$ cat config.mk
export PLATFORM = sky130hd
export DESIGN_NAME = floating_point_to_int
export DESIGN_NICKNAME = d
export VERILOG_FILES = /design/src/rtl/floating_point_to_int_pkg.sv /design/src/rtl/floating_point_to_int_shift_reg_base.sv /design/src/rtl/floating_point_to_int.sv
export SDC_FILE = /design/constraint.sdc
export NUM_CORES = 1
export LEC_CHECK = 0
export CAP_MARGIN = 20
export CELL_PAD_IN_SITES_DETAIL_PLACEMENT = 1
export CELL_PAD_IN_SITES_GLOBAL_PLACEMENT = 2
export CORE_ASPECT_RATIO = 1.5
export CORE_MARGIN = 2
export CORE_UTILIZATION = 36
export CTS_CLUSTER_SIZE = 8
export DETAILED_ROUTE_END_ITERATION = 10
export GPL_ROUTABILITY_DRIVEN = 0
export PLACE_DENSITY_LB_ADDON = 0.1
export SLEW_MARGIN = 5
export SYNTH_ARGS = -nofsm -noshare
export SYNTH_HDL_FRONTEND = slang
export SYNTH_HIERARCHICAL = 1
export SYNTH_SLANG_ARGS = --single-unit
$ cat constraint.sdc
create_clock -name clk -period 3.5 [get_ports clk]
set_input_delay 0.35 -clock clk [delete_from_list [all_inputs] [get_ports clk]]
set_output_delay 0.35 -clock clk [all_outputs]
set_load 0.05 [all_outputs]
$ cat src/rtl/floating_point_to_int_pkg.sv
// Shared float32 types for the FPU blocks: unpacked operand struct,
// result-state encoding and format constants.
package float_struct;

    localparam int FP_BIAS    = 127;
    localparam int FP_EXP_MAX = 255;
    localparam int FP_MANT_W  = 24;

    typedef struct packed {
        logic                 sign;
        logic [7:0]           exp;
        logic [FP_MANT_W-1:0] mant;
    } float_point_num;

    typedef enum logic [1:0] {
        OK  = 2'b00,
        NAN = 2'b01,
        INF = 2'b10,
        NUL = 2'b11
    } states;

    // Mantissa carries the hidden one; callers classify exp=0 separately.
    function automatic float_point_num unpack_fp(input logic [31:0] x);
        float_point_num f;
        f.sign = x[31];
        f.exp  = x[30:23];
        f.mant = {1'b1, x[22:0]};
        return f;
    endfunction

endpackage

$ cat src/rtl/floating_point_to_int_shift_reg_base.sv
// Generic shift register with tap outputs.
// Ports: clk, rst (sync, active-high), en, d[WIDTH], taps[STAGES][WIDTH].
module shift_reg_base #(
    parameter int STAGES = 3,
    parameter int WIDTH  = 1
) (
    input  logic                          clk,
    input  logic                          rst,
    input  logic                          en,
    input  logic [WIDTH-1:0]              d,
    output logic [STAGES-1:0][WIDTH-1:0]  taps
);

    always_ff @(posedge clk) begin
        if (rst) begin
            taps <= '0;
        end else if (en) begin
            taps[0] <= d;
            for (int i = 1; i < STAGES; i++) begin
                taps[i] <= taps[i-1];
            end
        end
    end

endmodule

$ cat src/rtl/floating_point_to_int.sv
// float32 -> int32 converter, round toward zero, 3-cycle latency.
// Ports: clk, rst (sync, active-high), a[32], arg_vld -> result[32],
// state[2] (OK/NAN/INF/NUL), res_vld.
module floating_point_to_int
    import float_struct::*;
#(
    parameter bit          SATURATE  = 1'b1,
    parameter logic [31:0] NAN_VALUE = 32'h0000_0000
) (
    input  logic        clk,
    input  logic        rst,
    input  logic [31:0] a,
    input  logic        arg_vld,
    output logic [31:0] result,
    output logic [1:0]  state,
    output logic        res_vld
);

    logic [2:0][0:0] vld;

    shift_reg_base #(
        .STAGES(3),
        .WIDTH (1)
    ) u_vld (
        .clk (clk),
        .rst (rst),
        .en  (1'b1),
        .d   (arg_vld),
        .taps(vld)
    );

    // ---------------- stage 1: unpack / classify
    float_point_num   fp;
    logic             frac_nz;
    logic signed [8:0] sh_d;
    states            cls1_d;

    assign fp      = unpack_fp(a);
    assign frac_nz = |a[22:0];
    assign sh_d    = signed'({1'b0, fp.exp} - 9'(FP_BIAS));

    always_comb begin
        cls1_d = OK;
        unique case (1'b1)
            (fp.exp == 8'(FP_EXP_MAX)) && frac_nz:  cls1_d = NAN;
            (fp.exp == 8'(FP_EXP_MAX)) && !frac_nz: cls1_d = INF;
            (fp.exp == 8'd0):                       cls1_d = NUL;
            default:                                cls1_d = OK;
        endcase
    end

    logic                 s1_sign;
    logic                 s1_frac_nz;
    logic [FP_MANT_W-1:0] s1_mant;
    logic signed [8:0]    s1_sh;
    states                s1_cls;

    always_ff @(posedge clk) begin
        if (rst) begin
            s1_sign    <= 1'b0;
            s1_frac_nz <= 1'b0;
            s1_mant    <= '0;
            s1_sh      <= '0;
            s1_cls     <= OK;
        end else if (arg_vld) begin
            s1_sign    <= fp.sign;
            s1_frac_nz <= frac_nz;
            s1_mant    <= fp.mant;
            s1_sh      <= sh_d;
            s1_cls     <= cls1_d;
        end
    end

    // ---------------- stage 2: range check / denormalise
    logic [31:0] wide;
    logic [4:0]  rsh;
    logic [4:0]  lsh;
    logic [31:0] mag_d;
    states       cls2_d;

    assign wide = {8'b0, s1_mant};
    assign rsh  = 5'd23 - s1_sh[4:0];
    assign lsh  = s1_sh[4:0] - 5'd23;

    always_comb begin
        mag_d  = '0;
        cls2_d = s1_cls;
        if (s1_cls == OK) begin
            unique case (1'b1)
                s1_sh < 9'sd0: cls2_d = NUL;
                s1_sh > 9'sd31: cls2_d = INF;
                s1_sh == 9'sd31: begin
                    // Only -2^31 itself is representable here.
                    if (s1_sign && !s1_frac_nz) begin
                        mag_d = 32'h8000_0000;
                    end else begin
                        cls2_d = INF;
                    end
                end
                (s1_sh >= 9'sd0) && (s1_sh <= 9'sd23):
                    mag_d = wide >> rsh;
                default: mag_d = wide << lsh;
            endcase
        end
    end

    logic        s2_sign;
    logic [31:0] s2_mag;
    states       s2_cls;

    always_ff @(posedge clk) begin
        if (rst) begin
            s2_sign <= 1'b0;
            s2_mag  <= '0;
            s2_cls  <= OK;
        end else if (vld[0][0]) begin
            s2_sign <= s1_sign;
            s2_mag  <= mag_d;
            s2_cls  <= cls2_d;
        end
    end

    // ---------------- stage 3: sign / pack
    logic [31:0] res_d;

    always_comb begin
        res_d = '0;
        unique case (s2_cls)
            OK:  res_d = s2_sign ? (32'd0 - s2_mag) : s2_mag;
            NUL: res_d = '0;
            NAN: res_d = NAN_VALUE;
            INF: begin
                if (SATURATE) begin
                    res_d = s2_sign ? 32'h8000_0000 : 32'h7FFF_FFFF;
                end else begin
                    res_d = '0;
                end
            end
            default: res_d = '0;
        endcase
    end

    states s3_cls;

    always_ff @(posedge clk) begin
        if (rst) begin
            result <= '0;
            s3_cls <= OK;
        end else if (vld[1][0]) begin
            result <= res_d;
            s3_cls <= s2_cls;
        end
    end

    assign state   = s3_cls;
    assign res_vld = vld[2][0];

endmodule
### Word level (Yosys, flattened, before mapping)

Cells that the tools add are included.

* latch bits: 0
* logic and storage cells: 50
* output and inout port bits: 35
* memories: 0
* memory bits (read-only): 0
* bits in registers: 109
* memory bits (writable): 0
* input port bits: 35

* divide/modulo/power cells: 0
* shift operators: 2
* $lt $le $gt $ge: 4
* bitwise operators: 0
* equality and inequality tests: 5
* $add $sub $neg: 4
* multiplexer cells: 10
* reductions and logical operators: 12
* multiply operators: 0

Operators with widths (number)
* case mux 32 bit (3 select lines): 2
* 2-to-1 mux 32 bit: 4
* << shifter 24 x 5 -> 32 bit: 1
* right shift 24 x 5 -> 32 bit: 1
* subtractor 1 x 32 -> 32 bit, first input constant: 1
* OR reduction 23 bit: 1
* case mux 2 bit (3 select lines): 2
* == test 9 x 6 -> 1 bit, second input constant: 1
* greater-or-equal comparator 9 x 1 -> 1 bit, second input constant: 1
* > comparator 9 x 6 -> 1 bit, second input constant: 1
* less-or-equal comparator 9 x 6 -> 1 bit, second input constant: 1
* less-than comparator 9 x 1 -> 1 bit, second input constant: 1
* subtractor 8 x 7 -> 9 bit, second input constant: 1
* == test 8 bit, second input constant: 1
* zero test 8 bit: 1
* subtractor 5 bit, first input constant: 1
* subtractor 5 bit, second input constant: 1
* == test 2 bit, second input constant: 2
* logical AND 1 bit: 4
* zero test 2 bit: 2
* 2-to-1 mux 2 bit: 2
* OR reduction 2 bit: 2
* == test 2 x 1 -> 1 bit, second input constant: 1
* zero test 1 bit: 2

### Logic depth before layout (Yosys ltp)

* depth in word-level cells: 5
* mapped depth: 13
* depth with buffers taken out: 8

### Cells and area by module

The synthesis kept the hierarchy.

Modules (own cells, without submodules)
* floating_point_to_int: times used 1, area each 7661.1 µm², cells each 896
* shift_reg_base: times used 1, area each 101.3 µm², cells each 9

### Least setup slack after synthesis

No wires, ideal clock.

* path type: flip-flop to flip-flop
* start point: register s1_sh[1]
* end point: register s2_mag[23]
* cell stages (with the launch flop): 12
* buffers on the path: 5
* arrival: 2.792 ns
* path slack: 0.577 ns
* setup time: 0.132 ns
* path through: dfxtp_1 > buf_4 > buf_2 > buf_2 > inv_1 > ha_1 > buf_2 > buf_2 > mux4_2 > mux2_2 > a2111oi_0 > nor3_1

* longest elaborated chain between the ends: 4

RTL lines
* from (decl): RTL line floating_point_to_int.sv:55 `logic signed [8:0] s1_sh;`
* from (signal assigned): RTL line floating_point_to_int.sv:63 `s1_sh <= '0;`
* from (signal assigned): RTL line floating_point_to_int.sv:69 `s1_sh <= sh_d;`
* subtractor 5 bit (tied with other cells): RTL line floating_point_to_int.sv:83 `assign lsh = s1_sh[4:0] - 5'd23;`
* << shifter 24 x 5 -> 32 bit (tied with other cells): RTL line floating_point_to_int.sv:102 `default: mag_d = wide << lsh;`
* case mux 32 bit (3 select lines) (*): RTL line floating_point_to_int.sv:89 `unique case (1'b1)`
* 2-to-1 mux 32 bit (*): RTL line floating_point_to_int.sv:88 `if (s1_cls == OK) begin`
* to (signal assigned): RTL line floating_point_to_int.sv:118 `s2_mag <= mag_d;`
* to (decl): RTL line floating_point_to_int.sv:108 `logic [31:0] s2_mag;`

Mark *: on every way between the ends. The rest lies on a longest branch, timed or not.
A chain may end at the register's enable or synchronous reset.

### Final worst setup path

* start point: register s1_sh[3]
* end point: register s2_mag[21]

Same word-level chain as after synthesis.

==> results.toml <==
[global_routing]
grt_pass1_vias = 7544
grt_max_degree = 53
gr-total-overflow = 0
grt_usage_pct = 25.22
grt_pass1_wl_microns = 43530
antenna_found_initial = 0

[synth]
synth_cells = 905
ys_ff_latch = 109
synth_top_area_share_pct = 28.11
synth.area.top_cells = "dfxtp_1 (28%), mux4_2 (11%), mux2i_1 (9.9%)"
async_flop_share_pct = 0
yosys_warnings = 6
synthFlopType = "dfxtp_1"
syn-cell-area_sq_um = 7762
ys_seq_area_share_pct = 28.11
synth_edf_count = 0
postSynthAreaPerCell_sq_um = 8.577
synth_cell_type_count = 73
synth_area_leader_cell = "dfxtp_1"

[cells_and_area]
final_util_pct = 42.51
n_fill_cell = 2501
stdcell_count = 1213
fin_nets = 982
final_cell_mix = "dfxtp_1 (108), nor2_1 (106), nand2_1 (79)"
diodes = 0
area_delta_synth_final_pct = 15.34
final_area_sq_um = 8954
final_common_cell = "dfxtp_1"
drive_above_1_share_pct = 12.06

[clock_network]
clk_path_buf_depth = 2
cts-root-buf = "clkbuf_16"
cts_tree = "built"
cts_post_setup_buffers_inserted = 0
h-tree-depth = 3
post_cts_resized = 0
cts_buffers = 9
hold_buffers = 0
clock_sinks = 109
clkTransAtPathRegs_ns = 0.08
clock_latency_ns = 0.37

[sta]
rsz0062_at_grt = "false"
hold_viol = 0
finalCritPeriodShare_pct = 79.49
slew_headroom_pct = 23.41
max_slew.worst_pin.slew_ns = 1.137
slew_violations = 0
tns_ns = 0
max_freq_mhz = 359.5
setup_viol = 0
period_needed_ns = 2.782
timing.hold.ws_ns = 0.3155
skew_ns = 0.01087

[die]
die_x_microns = 123.9
start_util_pct = 36.85
core_area_sq_um = 21060
row_count = 65
chipHeight_microns = 183.8
die_area_sq_um = 22780
io_pins = 70

[route]
first_iter_violations = 396
viasPerCell = 6.004
wl_per_cell_microns = 23.08
ant_nets = 0
vias = 7283
dr.pass1.iters = 5
finalWirelength_microns = 27990
drc = 0

[pwr]
power.density_nw_per_um2 = 374.1
p_clk_share_pct = 31.7
power.share.combinational_pct = 27.3
internal-power_mw = 2.159
leakage_nw = 3.320
switchingPower_mw = 1.191
switching_share_pct = 35.54
ir_drop_uv = 207.2
seqPwrFrac_pct = 41.0

[placed_design]
dpl_cell_area_sq_um = 8655
place_inst = 1197
hpwl_microns = 21670
placement.io_buffers = 69

[min_path]
hold_class = "input port to flip-flop"

[setup_path]
critPathArrivalTime_ns = 3.07
worstPathMaxFanout = 17
required_ns = 3.79
end_kind = "flip-flop"
criticalPathCategory = "flip-flop to flip-flop"
start_kind = "flip-flop"

[run_status]
status = "finished clean"

[job]
max_cap_violations = 0
critical path: stages (launching register included):
cell	delay (ns)
dfxtp_1	0.55
inv_2	0.07
ha_1	0.27
buf_4	0.21
clkinv_1	0.28
nand2_1	0.26
nor3_1	0.67
a211oi_1	0.16
a211oi_1	0.23
registers in the layout, summed over array words and instances (netlist names):
| name | flops |
|---|---|
| u_vld/taps | 3 |
| s2_cls | 2 |
| state | 2 |
| s2_mag | 32 |
| s1_sh | 9 |
| s1_cls | 2 |
| result | 32 |
| s2_sign | 1 |
| s1_mant | 24 |
| s1_sign | 1 |
| s1_frac_nz | 1 |
per-layer routing:
layer | track usage [%] | wire length [microns] | vias up
li1 | - | - | 3430
met1 | 28.13 | 10770 | 3550
met2 | 45.03 | 14440 | 223
met3 | 2.667 | 929 | 80
met4 | 15.46 | 1860 | 0
met5 | 0 | 0 | -
synthesized netlist by cell type (16+ instances only):
cell type / number
mux2i_1: 77
nor2_1: 106
nand2_1: 79
a22oi_1: 16
a211oi_1: 16
xnor2_1: 21
xor2_1: 20
nor3_1: 39
dfxtp_1: 109
mux4_2: 37
a21oi_1: 57
o21ai_0: 45
clkbuf_1: 43
inv_1: 16
nand3_1: 18
worst paths after layout:
path / from / slack (ns) / endpoint / cells after the start
min reg2reg: result[4] / 0.48 / result[4] / 2
max: s1_sh[3] / 0.72 / s2_mag[21] / 8
min: arg_vld / 0.32 / s1_frac_nz / 2
max reg2reg: s1_sh[3] / 0.72 / s2_mag[21] / 8
layout make-up:
type / count / area [sq um] / share of cell area [%]
well taps: 268 / 335.3 / 3.745
multi-input cells: 709 / 5211 / 58.20
inverters: 19 / 71.32 / 0.7965
flip-flops and latches: 109 / 2183 / 24.39
repair buffers: 92 / 853.3 / 9.530
clock buffers: 9 / 225.2 / 2.515
clock inverters: 7 / 73.82 / 0.8245
power by group through the flow:
stage	Sequential, mW	Clock [mW]	Combinational, mW
floorplan	1.41	0	0.597
global placement	1.40	0	0.887
detailed placement	1.40	0	0.906
CTS	1.37	1.09	0.910
global route	1.38	1.14	0.984
finish	1.37	1.06	0.914
metrics by stage:
step | total power, mW | setup WS (ns)
after floorplan | 2.008 | 0.5766
after global placement | 2.284 | 0.7329
after detailed placement | 2.306 | 0.7531
after CTS | 3.374 | 0.7565
after global routing | 3.501 | 0.5065
final | 3.350 | 0.7180
logic make-up (layout without fill, tap and decap cells):
group | after synthesis | count (layout) | share of synthesized area, %
AND/OR/NAND/NOR | 309 | 309 | 19.55
AO/OA/AOI/OAI | 222 | 222 | 18.94
multiplexers | 127 | 127 | 22.55
flip-flops | 109 | 109 | 28.11
buffers and inverters | 89 | 127 | 5.045
XOR/XNOR | 41 | 41 | 4.626
adder cells (fa/ha/maj) | 7 | 7 | 1.128
other | 1 | 3 | 0.04831
(Power assumes the default switching activity.)
